### config.mk
export PLATFORM = sky130hd
export DESIGN_NAME = hazard_ctrl
export DESIGN_NICKNAME = d
export VERILOG_FILES = /design/src/rtl/hazard_pkg.sv /design/src/rtl/hazard_ctrl_muldiv_busy.sv /design/src/rtl/hazard_ctrl.sv
export SDC_FILE = /design/constraint.sdc
export NUM_CORES = 1
export LEC_CHECK = 0
export ABC_AREA = 0
export ABC_CLOCK_PERIOD_IN_PS = 3000
export BUFFER_PORTS_ARGS = -buffer_cell sky130_fd_sc_hd__buf_2
export CAP_MARGIN = 5
export CORE_UTILIZATION = 45
export CTS_BUF_LIST = sky130_fd_sc_hd__clkbuf_16
export CTS_CLUSTER_SIZE = 14
export DETAILED_ROUTE_END_ITERATION = 6
export PLACE_DENSITY = 0.81
export SYNTH_ARGS = -nofsm -noshare
export SYNTH_HDL_FRONTEND = slang
export SYNTH_SLANG_ARGS = --single-unit
### constraint.sdc
create_clock -name clk -period 3 [get_ports clk]
set_clock_uncertainty 0.1 [all_clocks]
set_input_delay 0.9 -clock clk [delete_from_list [all_inputs] [get_ports clk]]
set_output_delay 0.9 -clock clk [all_outputs]
set_load 0.01 [all_outputs]
### src/rtl/hazard_pkg.sv
// Shared types for the pipeline interlock: FSM states, stall-length type and the zero register.
package hazard_pkg;

  typedef enum logic {
    RUN  = 1'b0,
    HOLD = 1'b1
  } state_t;

  typedef logic [1:0] stall_len_t;

  localparam logic [4:0] REG_ZERO = 5'd0;

endpackage

### src/rtl/hazard_ctrl_muldiv_busy.sv
// Busy counter for the multi-cycle mul/div unit: loads MULDIV_LAT on an accepted start, counts down to 0.
module muldiv_busy #(
  parameter int MULDIV_LAT = 32
) (
  input  logic clk,
  input  logic rst,
  input  logic start,
  output logic busy
);

  localparam int W = $clog2(MULDIV_LAT + 1);

  logic [W-1:0] cnt;

  always_ff @(posedge clk or posedge rst) begin
    if (rst) begin
      cnt <= '0;
    end else if (start) begin
      cnt <= W'(MULDIV_LAT);
    end else if (cnt != '0) begin
      cnt <= cnt - W'(1);
    end
  end

  assign busy = (cnt != '0);

endmodule

### src/rtl/hazard_ctrl.sv
// Stall/flush interlock beside the ID stage for the 5-stage MIPS core.
// Optional mul/div busy interlock is built when HAZARD_MULDIV_EN is defined.
module hazard_ctrl
  import hazard_pkg::*;
#(
  parameter int MULDIV_LAT = 32
) (
  input  logic        clk,
  input  logic        rst,
  input  logic [4:0]  id_rs,
  input  logic [4:0]  id_rt,
  input  logic        id_uses_rs,
  input  logic        id_uses_rt,
  input  logic        id_is_branch,
  input  logic        id_redirect,
  input  logic        id_muldiv_start,
  input  logic        id_reads_hilo,
  input  logic        ex_regwrite,
  input  logic        ex_memread,
  input  logic [4:0]  ex_dst,
  input  logic        mem_memread,
  input  logic [4:0]  mem_dst,
  output logic        pc_write,
  output logic        if_id_write,
  output logic        if_id_flush,
  output logic        id_ex_bubble,
  output logic [31:0] stall_count
);

  state_t     state, state_nxt;
  stall_len_t hold_cnt, hold_nxt;
  stall_len_t stall_len;
  logic       ex_hit, mem_hit;
  logic       muldiv_stall;
  logic       stall;

  // A producer matches when it writes a real register that the ID instruction actually reads.
  assign ex_hit  = (ex_dst != REG_ZERO) &&
                   ((id_uses_rs && (ex_dst == id_rs)) || (id_uses_rt && (ex_dst == id_rt)));
  assign mem_hit = (mem_dst != REG_ZERO) &&
                   ((id_uses_rs && (mem_dst == id_rs)) || (id_uses_rt && (mem_dst == id_rt)));

  // Branches resolve in ID, so they also wait on ALU results still in EX and loads in MEM.
  always_comb begin
    stall_len = 2'd0;
    if (id_is_branch) begin
      if (ex_memread && ex_hit) begin
        stall_len = 2'd2;
      end else if ((ex_regwrite && ex_hit) || (mem_memread && mem_hit)) begin
        stall_len = 2'd1;
      end
    end else if (ex_memread && ex_hit) begin
      stall_len = 2'd1;
    end
  end

`ifdef HAZARD_MULDIV_EN
  logic busy;
  logic muldiv_accept;

  assign muldiv_accept = id_muldiv_start && !stall;
  assign muldiv_stall  = busy && (id_reads_hilo || id_muldiv_start);

  muldiv_busy #(
    .MULDIV_LAT(MULDIV_LAT)
  ) u_muldiv_busy (
    .clk  (clk),
    .rst  (rst),
    .start(muldiv_accept),
    .busy (busy)
  );
`else
  logic unused_muldiv;
  assign unused_muldiv = ^{id_muldiv_start, id_reads_hilo, (MULDIV_LAT > 0)};
  assign muldiv_stall  = 1'b0;
`endif

  always_ff @(posedge clk or posedge rst) begin
    if (rst) begin
      state    <= RUN;
      hold_cnt <= 2'd0;
    end else begin
      state    <= state_nxt;
      hold_cnt <= hold_nxt;
    end
  end

  always_comb begin
    state_nxt = state;
    hold_nxt  = hold_cnt;
    stall     = 1'b0;
    case (state)
      RUN: begin
        stall = (stall_len != 2'd0) || muldiv_stall;
        if (stall_len == 2'd2) begin
          state_nxt = HOLD;
          hold_nxt  = 2'd1;
        end
      end
      HOLD: begin
        stall = 1'b1;
        if (hold_cnt != 2'd0) begin
          hold_nxt = hold_cnt - 2'd1;
        end
        if (hold_cnt <= 2'd1) begin
          state_nxt = RUN;
        end
      end
    endcase
  end

  // Redirect flush is suppressed while stalled; the branch stays in ID and redirects once released.
  always_comb begin
    pc_write     = 1'b1;
    if_id_write  = 1'b1;
    id_ex_bubble = 1'b0;
    if_id_flush  = id_redirect;
    if (rst) begin
      pc_write     = 1'b0;
      if_id_write  = 1'b0;
      id_ex_bubble = 1'b1;
      if_id_flush  = 1'b1;
    end else if (stall) begin
      pc_write     = 1'b0;
      if_id_write  = 1'b0;
      id_ex_bubble = 1'b1;
      if_id_flush  = 1'b0;
    end
  end

  always_ff @(posedge clk or posedge rst) begin
    if (rst) begin
      stall_count <= 32'd0;
    end else if (id_ex_bubble) begin
      stall_count <= stall_count + 32'd1;
    end
  end

endmodule
* Word level (Yosys, flattened, before mapping)
Index checks and enable logic that the tools add are counted.
** Operators by class
- Add/subtract/negate cells :: 2
- Magnitude comparators :: 1
- Equal/unequal tests :: 7
- Muxes and demuxes :: 17
- Bitwise logic cells :: 1
- Reductions and logical operators :: 17
** Operators with widths (count)
- adder 32 x 1 -> 32 bit (second input constant) :: 1
- equality test 5 bit :: 4
- two-way mux 1 bit :: 10
- nonzero test 5 bit :: 2
- logical AND 1 bit :: 9
- two-way mux 2 bit :: 4
- case mux 1 bit (2 select lines) :: 2
- case mux 2 bit (2 select lines) :: 1
- nonzero test 2 bit :: 2
- logical OR 1 bit :: 3
- equality test 2 bit (second input constant) :: 1
- less-or-equal comparator 2 x 1 -> 1 bit (second input constant) :: 1
- inequality test 2 x 1 -> 1 bit (second input constant) :: 1
- inequality test 2 bit (second input constant) :: 1
- AND reduction 2 bit :: 1
- subtractor 2 x 1 -> 2 bit (second input constant) :: 1
- inverter 1 bit :: 1
** Word-level totals
- Bits in registers :: 35
- Input bits :: 31
- Output and inout bits :: 36
- Logic and storage cells :: 48

* Depth between registers and ports, before layout
Gate-level depths: netlist of the first run.
- Depth after elaboration :: 13
- Mapped depth :: 10
- Mapped depth without buffers :: 8

* Worst setup path before layout of the first run
No wires, ideal clock.
- Path kind :: in2out
- Start point :: input port mem_dst[1]
- End point :: output port id_ex_bubble
- Data arrival time :: 2.170 ns
- Data required time :: 2.000 ns
- Path slack :: -0.170 ns
- Cell stages on the path :: 6
- Path buffers :: 2
- Path through :: or4_1 > o2111ai_1 > o211a_1 > buf_6 > inv_2 > buf_2
** On the way
- Longest elaborated chain between the ends :: 13
- Elaborated cells on any way between the ends :: 16
- Classes of those cells :: 2 x eq/ne; 6 x mux; 8 x reduce/logical
** Ends and longest elaborated chain
- start: declaration :: RTL line hazard_ctrl.sv:22 : input logic [4:0] mem_dst,
- equality test 5 bit :: RTL line hazard_ctrl.sv:41 : ((id_uses_rs && (mem_dst == id_rs)) || (id_uses_rt && (mem_dst == id_rt)));
- logical AND 1 bit :: RTL line hazard_ctrl.sv:41
- logical OR 1 bit :: RTL line hazard_ctrl.sv:41
- logical AND 1 bit (*) :: RTL line hazard_ctrl.sv:40 : assign mem_hit = (mem_dst != REG_ZERO) &&
- logical AND 1 bit (*) :: RTL line hazard_ctrl.sv:49 : end else if ((ex_regwrite && ex_hit) || (mem_memread && mem_hit)) begin
- logical OR 1 bit (*) :: RTL line hazard_ctrl.sv:49
- two-way mux 1 bit (*) :: RTL line hazard_ctrl.sv:49
- two-way mux 2 bit (*) :: RTL line hazard_ctrl.sv:47 : if (ex_memread && ex_hit) begin
- two-way mux 2 bit (*) :: RTL line hazard_ctrl.sv:46 : if (id_is_branch) begin
- nonzero test 2 bit (*) :: RTL line hazard_ctrl.sv:94 : stall = (stall_len != 2'd0) || muldiv_stall;
- case mux 1 bit (2 select lines) (*) :: RTL line hazard_ctrl.sv:92 : case (state)
- two-way mux 1 bit (*) :: RTL line hazard_ctrl.sv:123 : end else if (stall) begin
- two-way mux 1 bit (*) :: RTL line hazard_ctrl.sv:118 : if (rst) begin
- end: declaration :: RTL line hazard_ctrl.sv:26 : output logic id_ex_bubble,
Mark *: on every way between the ends. The rest lies on a longest branch, timed or not.

* Worst setup path in the final report of the first run
- Start point :: input port mem_dst[3]
- End point :: output port id_ex_bubble
Same word-level chain as after synthesis.

==> results of run 1 <==
metrics by stage:
step | hold WS (ps) | instance area (sq um) | TNS (ps) | power, mW | util [%]
after floorplan | 369 | 2000 | -173 | 0.826 | -
final | 364 | 2730 | -533 | 1.46 | 66.4
after detailed placement | 363 | 2420 | -1270 | 0.969 | 58.9
after global placement | 353 | 2420 | -1200 | 0.950 | 58.9
after global routing | 403 | 2730 | -714 | 1.53 | 66.4
after CTS | 371 | 2680 | -560 | 1.46 | 65.1
area by class of cell:
| cell class | count | area [sq um] |
|---|---|---|
| Clock inverter | 2 | 8.76 |
| Fill cell | 310 | 1380 |
| Tap cell | 50 | 62.6 |
| Inverter | 6 | 27.5 |
| Multi-Input combinational cell | 139 | 1140 |
| Clock buffer | 5 | 125 |
| Sequential cell | 35 | 876 |
| Timing Repair Buffer | 77 | 489 |
critical path, delay by kind of cell:
family | cells | cell delay, ps
buffers and inverters | 3 | 240
AND/OR/NAND/NOR | 1 | 540
AO/OA/AOI/OAI | 2 | 470
state kept, by name, summed over array words and instances, names as in the netlist:
signal / count
state: 1
stall_count: 32
hold_cnt: 2
final timing paths:
| kind | startpoint | to | depth (start not counted) |
|---|---|---|---|
| worst max-delay path | mem_dst[3] | id_ex_bubble | 6 |
| max in group asynchronous | rst | stall_count[18] | 3 |
| worst min-delay path | stall_count[31] | stall_count[31] | 1 |
| worst max register to register | stall_count[2] | stall_count[26] | 6 |
| worst min register to register | stall_count[31] | stall_count[31] | 1 |
| min in group asynchronous | rst | state | 3 |
cell families (layout without fill, tap and decap cells):
group | after synthesis | after routing
fa+ha+maj | 3 | 3
xor+xnor | 52 | 52
flops | 35 | 35
buf+inv | 14 | 90
mux | 1 | 1
simple gates | 74 | 74
compound gates | 9 | 9
where the power goes:
part           switching [mW]  leakage [nW]  internal, mW
combinational           0.212         0.739         0.180
sequential             0.0613         0.461         0.535
clock                   0.174        0.0671         0.298
per-layer routing:
metal	up-vias	GRT usage, %
met5	-	0
met4	0	8.59
met3	10	6.50
met2	54	34.8
met1	792	27.1
li1	818	-
placed cells by master (no fill, tap or decap), types with 2 or more instances in the layout:
cell type	count
or3_1	3
inv_1	5
buf_6	11
and2_1	2
nand3_1	17
nand2_1	10
xnor2_1	42
and3_1	9
and4_1	3
buf_4	10
o22ai_2	2
buf_2	55
dfrtp_1	35
ha_1	3
nand4_1	18
clkbuf_16	5
or4_4	5
xnor2_2	9
cells in the mapped netlist, drive strengths merged:
cell type and instances:
and2 3, or3 3, nand4 18, and4 3, clkbuf 2, ha 3, nor3 2, xnor2 51
nand3b 1, nand3 17, nand2 10, a21oi 1, dfrtp 35, o31ai 1, or4 5, nand4b 1
o22ai 2, xor2 1, o21ai 2, inv 6, o2111ai 2, o211a 1, and3 9, nor2 1
mux2 1, buf 6, nand2b 1
timing repair:
| item | in CTS | in global routing |
|---|---|---|
| endpoints found under the hold margin | 0 | 0 |
| pin swaps | 10 | 8 |
| buffers inserted | 1 | 0 |
| endpoints found under the setup margin | 4 | 4 |
| gates resized for setup | 20 | 11 |
==> run_results.csv, run 1 <==
group,metric,value,unit
grt,grt_pass1_wl,7.32,mm
cts,clock_sinks,35,
logic_synthesis,syn_area_per_cell,10.5,sq um
logic_synthesis,synth_warnings,0,
cts,htree_levels,2,
detailed_routing,drtAntennaViolNets,0,
detailed_routing,viasPerCell,5.33,
hold_path,hold_path.class,"reg2reg",
logic_synthesis,synth_top_family_by_area,"XOR/XNOR gates",
placed_design,place_ws,-259,ps
logic_synthesis,synth_seq_cells,35,
worst_setup_path,worstSetupPathType,"in2out",
logic_synthesis,synthMuxAreaShare,0.569,%
detailed_routing,route.met3.wl,207,microns
run,drv_cap,0,
logic_synthesis,synthSimpleGateAreaFrac,22.6,%
cells_and_area,fin_cells,314,
grt,track_usage,21.7,%
cts,hold_buffers,0,
detailed_routing,met2_wirelength,2.27,mm
detailed_routing,num_vias,1674,
worst_setup_path,crit_top_cell,"buf_6",
cells_and_area,drive_above_1_share,40.5,%
detailed_routing,met1_length,2.07,mm
power,ir_drop,495,uV
detailed_routing,drtIter0Drc,85,
worst_setup_path,crit_chain,"buf_6 > or4_4 > o2111ai_4 > o211a_4 > inv_6 > buf_6",
cells_and_area,nets,298,
grt,grt_max_degree,36,
logic_synthesis,synth_cell_types,36,
logic_synthesis,synthCells,188,
worst_setup_path,worst_ep_arrival_time,2150,ps
outcome,status,"complete, but fails checks",
worst_setup_path,required,2000,ps
timing,max_clock_freq,317,MHz
cts,clock_latency,280,ps
placed_design,dp_cells,306,
detailed_routing,dr.pass1.iters,4,
detailed_routing,topRoutingLayerUsed,"met4",
logic_synthesis,yosys-top-cells-area,"dfrtp_1, xnor2_1, nand4_1",
floorplanning,placementRows,23,
logic_synthesis,synth_top_area_share,44.3,%
worst_setup_path,slowest_delay,540,ps
worst_setup_path,r2r_slack,670,ps
detailed_routing,routed_wirelength,4.63,mm
logic_synthesis,synth_fa_ha_area_share,1.90,%
floorplanning,ios,67,
power,p_leak,1.27,nW
timing,rsz0062_at_grt,"yes",
cts,cts.clk_slew.worst_paths,50,ps
cells_and_area,syn_to_final_growth,38.1,%
logic_synthesis,synth-xor-area-share,24.2,%
timing,min_period_over_period,105,%
placed_design,place_congestion,0.799,
timing,finalWorstSetupSlack,-152,ps
timing,tightestPinTransition,573,ps
grt,grt_pass1_vias,1576,
worst_setup_path,endpoint_kind,"primary output",
floorplanning,initial_core_util,48.1,%
timing,final-hold-violation-count,0,
cells_and_area,antennaDiodeCount,0,
logic_synthesis,synth_area,0.00198,sq mm
logic_synthesis,syn_nets,222,
detailed_routing,wl_per_cell,14.7,microns
timing,finalSetupViolCount,4,
power,powerDensity,534,mW/mm^2
cts,cts_made_buffers,5,
floorplanning,coreArea,0.00412,sq mm
placed_design,hpwlAfterDp,3.14,mm
cts,cts_root_buf,"clkbuf_16",
detailed_routing,drcViolationCount,0,
grt,grt.overflow.total,0,
floorplanning,die_w,68.3,microns
cts,cts_max_path_buffers,2,
worst_setup_path,path_max_fanout,4,
grt,antenna_found_initial,0,
timing,relSlewSlack,61.8,%
worst_setup_path,startpoint_type,"input port",
logic_synthesis,yosysTopAreaCell,"dfrtp_1",
placed_design,port_buffers,64,
timing,period_minus_slack,3150,ps
timing,slew_viol_final,0,
floorplanning,die-area,0.00466,sq mm
worst_setup_path,cp_slowest_cell,"or4_4",
outcome,violations,"setup timing",
logic_synthesis,synth_compound_area_share,3.16,%
floorplanning,die_h,68.3,microns
cts,cts_tree,"built",
logic_synthesis,synth-seq-area-share,44.3,%
Power figures use the tool's default switching activity.
==> run 2, diff against run 1 <==
RECOVER_POWER = 100   (was not set)
==> run 2 against run 1 <==
  * The flow finishes with violations (capacitance limit, slew limit, setup timing)
  * Clock power is essentially flat
  * Non-clock buffer count is the same
  * Sequential power is essentially flat
  * Power shrank 1.0%
  * Via count grew 0.42%
  * First-iteration DRC count shrank 21%
  * Critical path type unchanged
==> run_results.csv, run 2 (synthesis results as in run 1) <==
group,metric,value,unit
outcome,status,"complete, but fails checks",
outcome,violations,"capacitance limit, slew limit, setup timing",
worst_setup_path,worstSetupPathType,"in2out",
cells_and_area,drive_above_1_share,26.1,%
cts,cts_made_buffers,5,
detailed_routing,drtAntennaViolNets,0,
cts,clock_sinks,35,
timing,relSlewSlack,-25.9,%
power,powerDensity,542,mW/mm^2
grt,grt.overflow.total,0,
grt,antenna_found_initial,0,
cells_and_area,post-route-util,64.8,%
cells_and_area,antennaDiodeCount,0,
cts,cts_tree,"built",
cts,clock_latency,280,ps
run,drv_cap,1,
cells_and_area,reg_top3,"stall_count: 32 flops, hold_cnt: 2 flops, state: 1 flops",
placed_design,place_area,0.00242,sq mm
detailed_routing,dr.pass1.iters,4,
floorplanning,initial_core_util,48.1,%
cells_and_area,finalInstanceArea,0.00267,sq mm
worst_setup_path,path_max_fanout,4,
cells_and_area,regMostFlops,"stall_count",
detailed_routing,num_vias,1681,
timing,rsz0062_at_grt,"yes",
timing,finalSetupViolCount,4,
grt,grt_pass1_wl,7.32,mm
worst_setup_path,required,2000,ps
floorplanning,die-area,0.00466,sq mm
timing,slew_viol_final,36,
cells_and_area,largest_reg_flops,32,
floorplanning,die_h,68.3,microns
worst_setup_path,worst_ep_arrival_time,2150,ps
worst_setup_path,endpoint_kind,"primary output",
cts,cts_root_buf,"clkbuf_16",
power,p_leak,1.13,nW
grt,track_usage,21.7,%
timing,period_minus_slack,3150,ps
placed_design,hpwlAfterDp,3.14,mm
cts,htree_levels,2,
timing,final-hold-violation-count,0,
power,finalPower,1.44,mW
timing,finalWorstSetupSlack,-152,ps
placed_design,port_buffers,64,
timing,max_clock_freq,317,MHz
grt,grt_max_degree,36,
floorplanning,coreArea,0.00412,sq mm
worst_setup_path,startpoint_type,"input port",
cells_and_area,final_common_cell,"xnor2_1",
hold_path,hold_path.class,"reg2reg",
floorplanning,placementRows,23,
grt,grt_pass1_vias,1576,
detailed_routing,wl_per_cell,14.8,microns
cells_and_area,syn_to_final_growth,34.9,%
cells_and_area,mostFrequentLayoutCells,"xnor2_1, dfrtp_1, clkbuf_1, buf_2, nand4_1",
detailed_routing,drcViolationCount,0,
floorplanning,ios,67,
placed_design,place_ws,-259,ps
detailed_routing,drtIter0Drc,67,
power,ir_drop,476,uV
cells_and_area,fin_cells,314,
cells_and_area,nets,298,
placed_design,place_congestion,0.799,
floorplanning,die_w,68.3,microns
detailed_routing,viasPerCell,5.35,
timing,min_period_over_period,105,%
timing,tightestPinTransition,1890,ps
placed_design,dp_cells,306,
detailed_routing,routed_wirelength,4.66,mm
cts,cts_max_path_buffers,2,
cts,cts.clk_slew.worst_paths,50,ps
[run 2: cell count changes in the layout (fill, tap and decap cells not counted), sizes merged]
cell	change
buf	-37
clkbuf	+37
[run 2: power breakdown]
group,switching (mW),internal [mW],leakage [nW]
sequential,0.0627,0.535,0.461
combinational,0.212,0.164,0.600
clock,0.175,0.298,0.0671
[run 2: what timing repair did]
item | 4_1_cts | 5_1_grt
hold buffers | 0 | 0
setup buffers | 1 | 0
pin swaps | 10 | 8
gates resized for setup | 20 | 11
endpoints found under the setup margin | 4 | 4
[run 2: critical path: stages]
cell and delay, ps:
buf_6 90, or4_4 540, o2111ai_4 230, o211a_4 250, inv_6 40, buf_6 110
[run 2: metrics by stage]
stage	hold slack (ps)	TNS, ps
6_report	368	-536
5_1_grt	405	-716
3_3_place_gp	353	-1200
2_1_floorplan	369	-173
4_1_cts	371	-560
3_5_place_dp	363	-1270
[run 2: per-layer routing]
metal | routed length (microns) | share of wire (%) | track usage [%]
met5 | 0 | 0 | 0
met4 | 87 | 1.9 | 8.59
met3 | 204 | 4.4 | 6.50
met2 | 2270 | 49 | 34.8
met1 | 2100 | 45 | 27.1
[run 2: layout make-up]
class,instances,area (sq um)
Fill cell,330,1450
Multi-Input combinational cell,139,1130
Sequential cell,35,876
Timing Repair Buffer,77,435
Clock buffer,5,125
Tap cell,50,62.6
Inverter,6,27.5
Clock inverter,2,8.76
[run 2: worst paths after layout]
kind                              endpoint             from  cells past startpoint  slack [ps]
min in group asynchronous            state              rst                      3        1230
setup reg to reg           stall_count[26]   stall_count[2]                      6         660
hold reg to reg            stall_count[31]  stall_count[31]                      1         370
setup / recovery              id_ex_bubble       mem_dst[3]                      6        -150
hold / removal             stall_count[31]  stall_count[31]                      1         370
max in group asynchronous  stall_count[18]              rst                      3         490
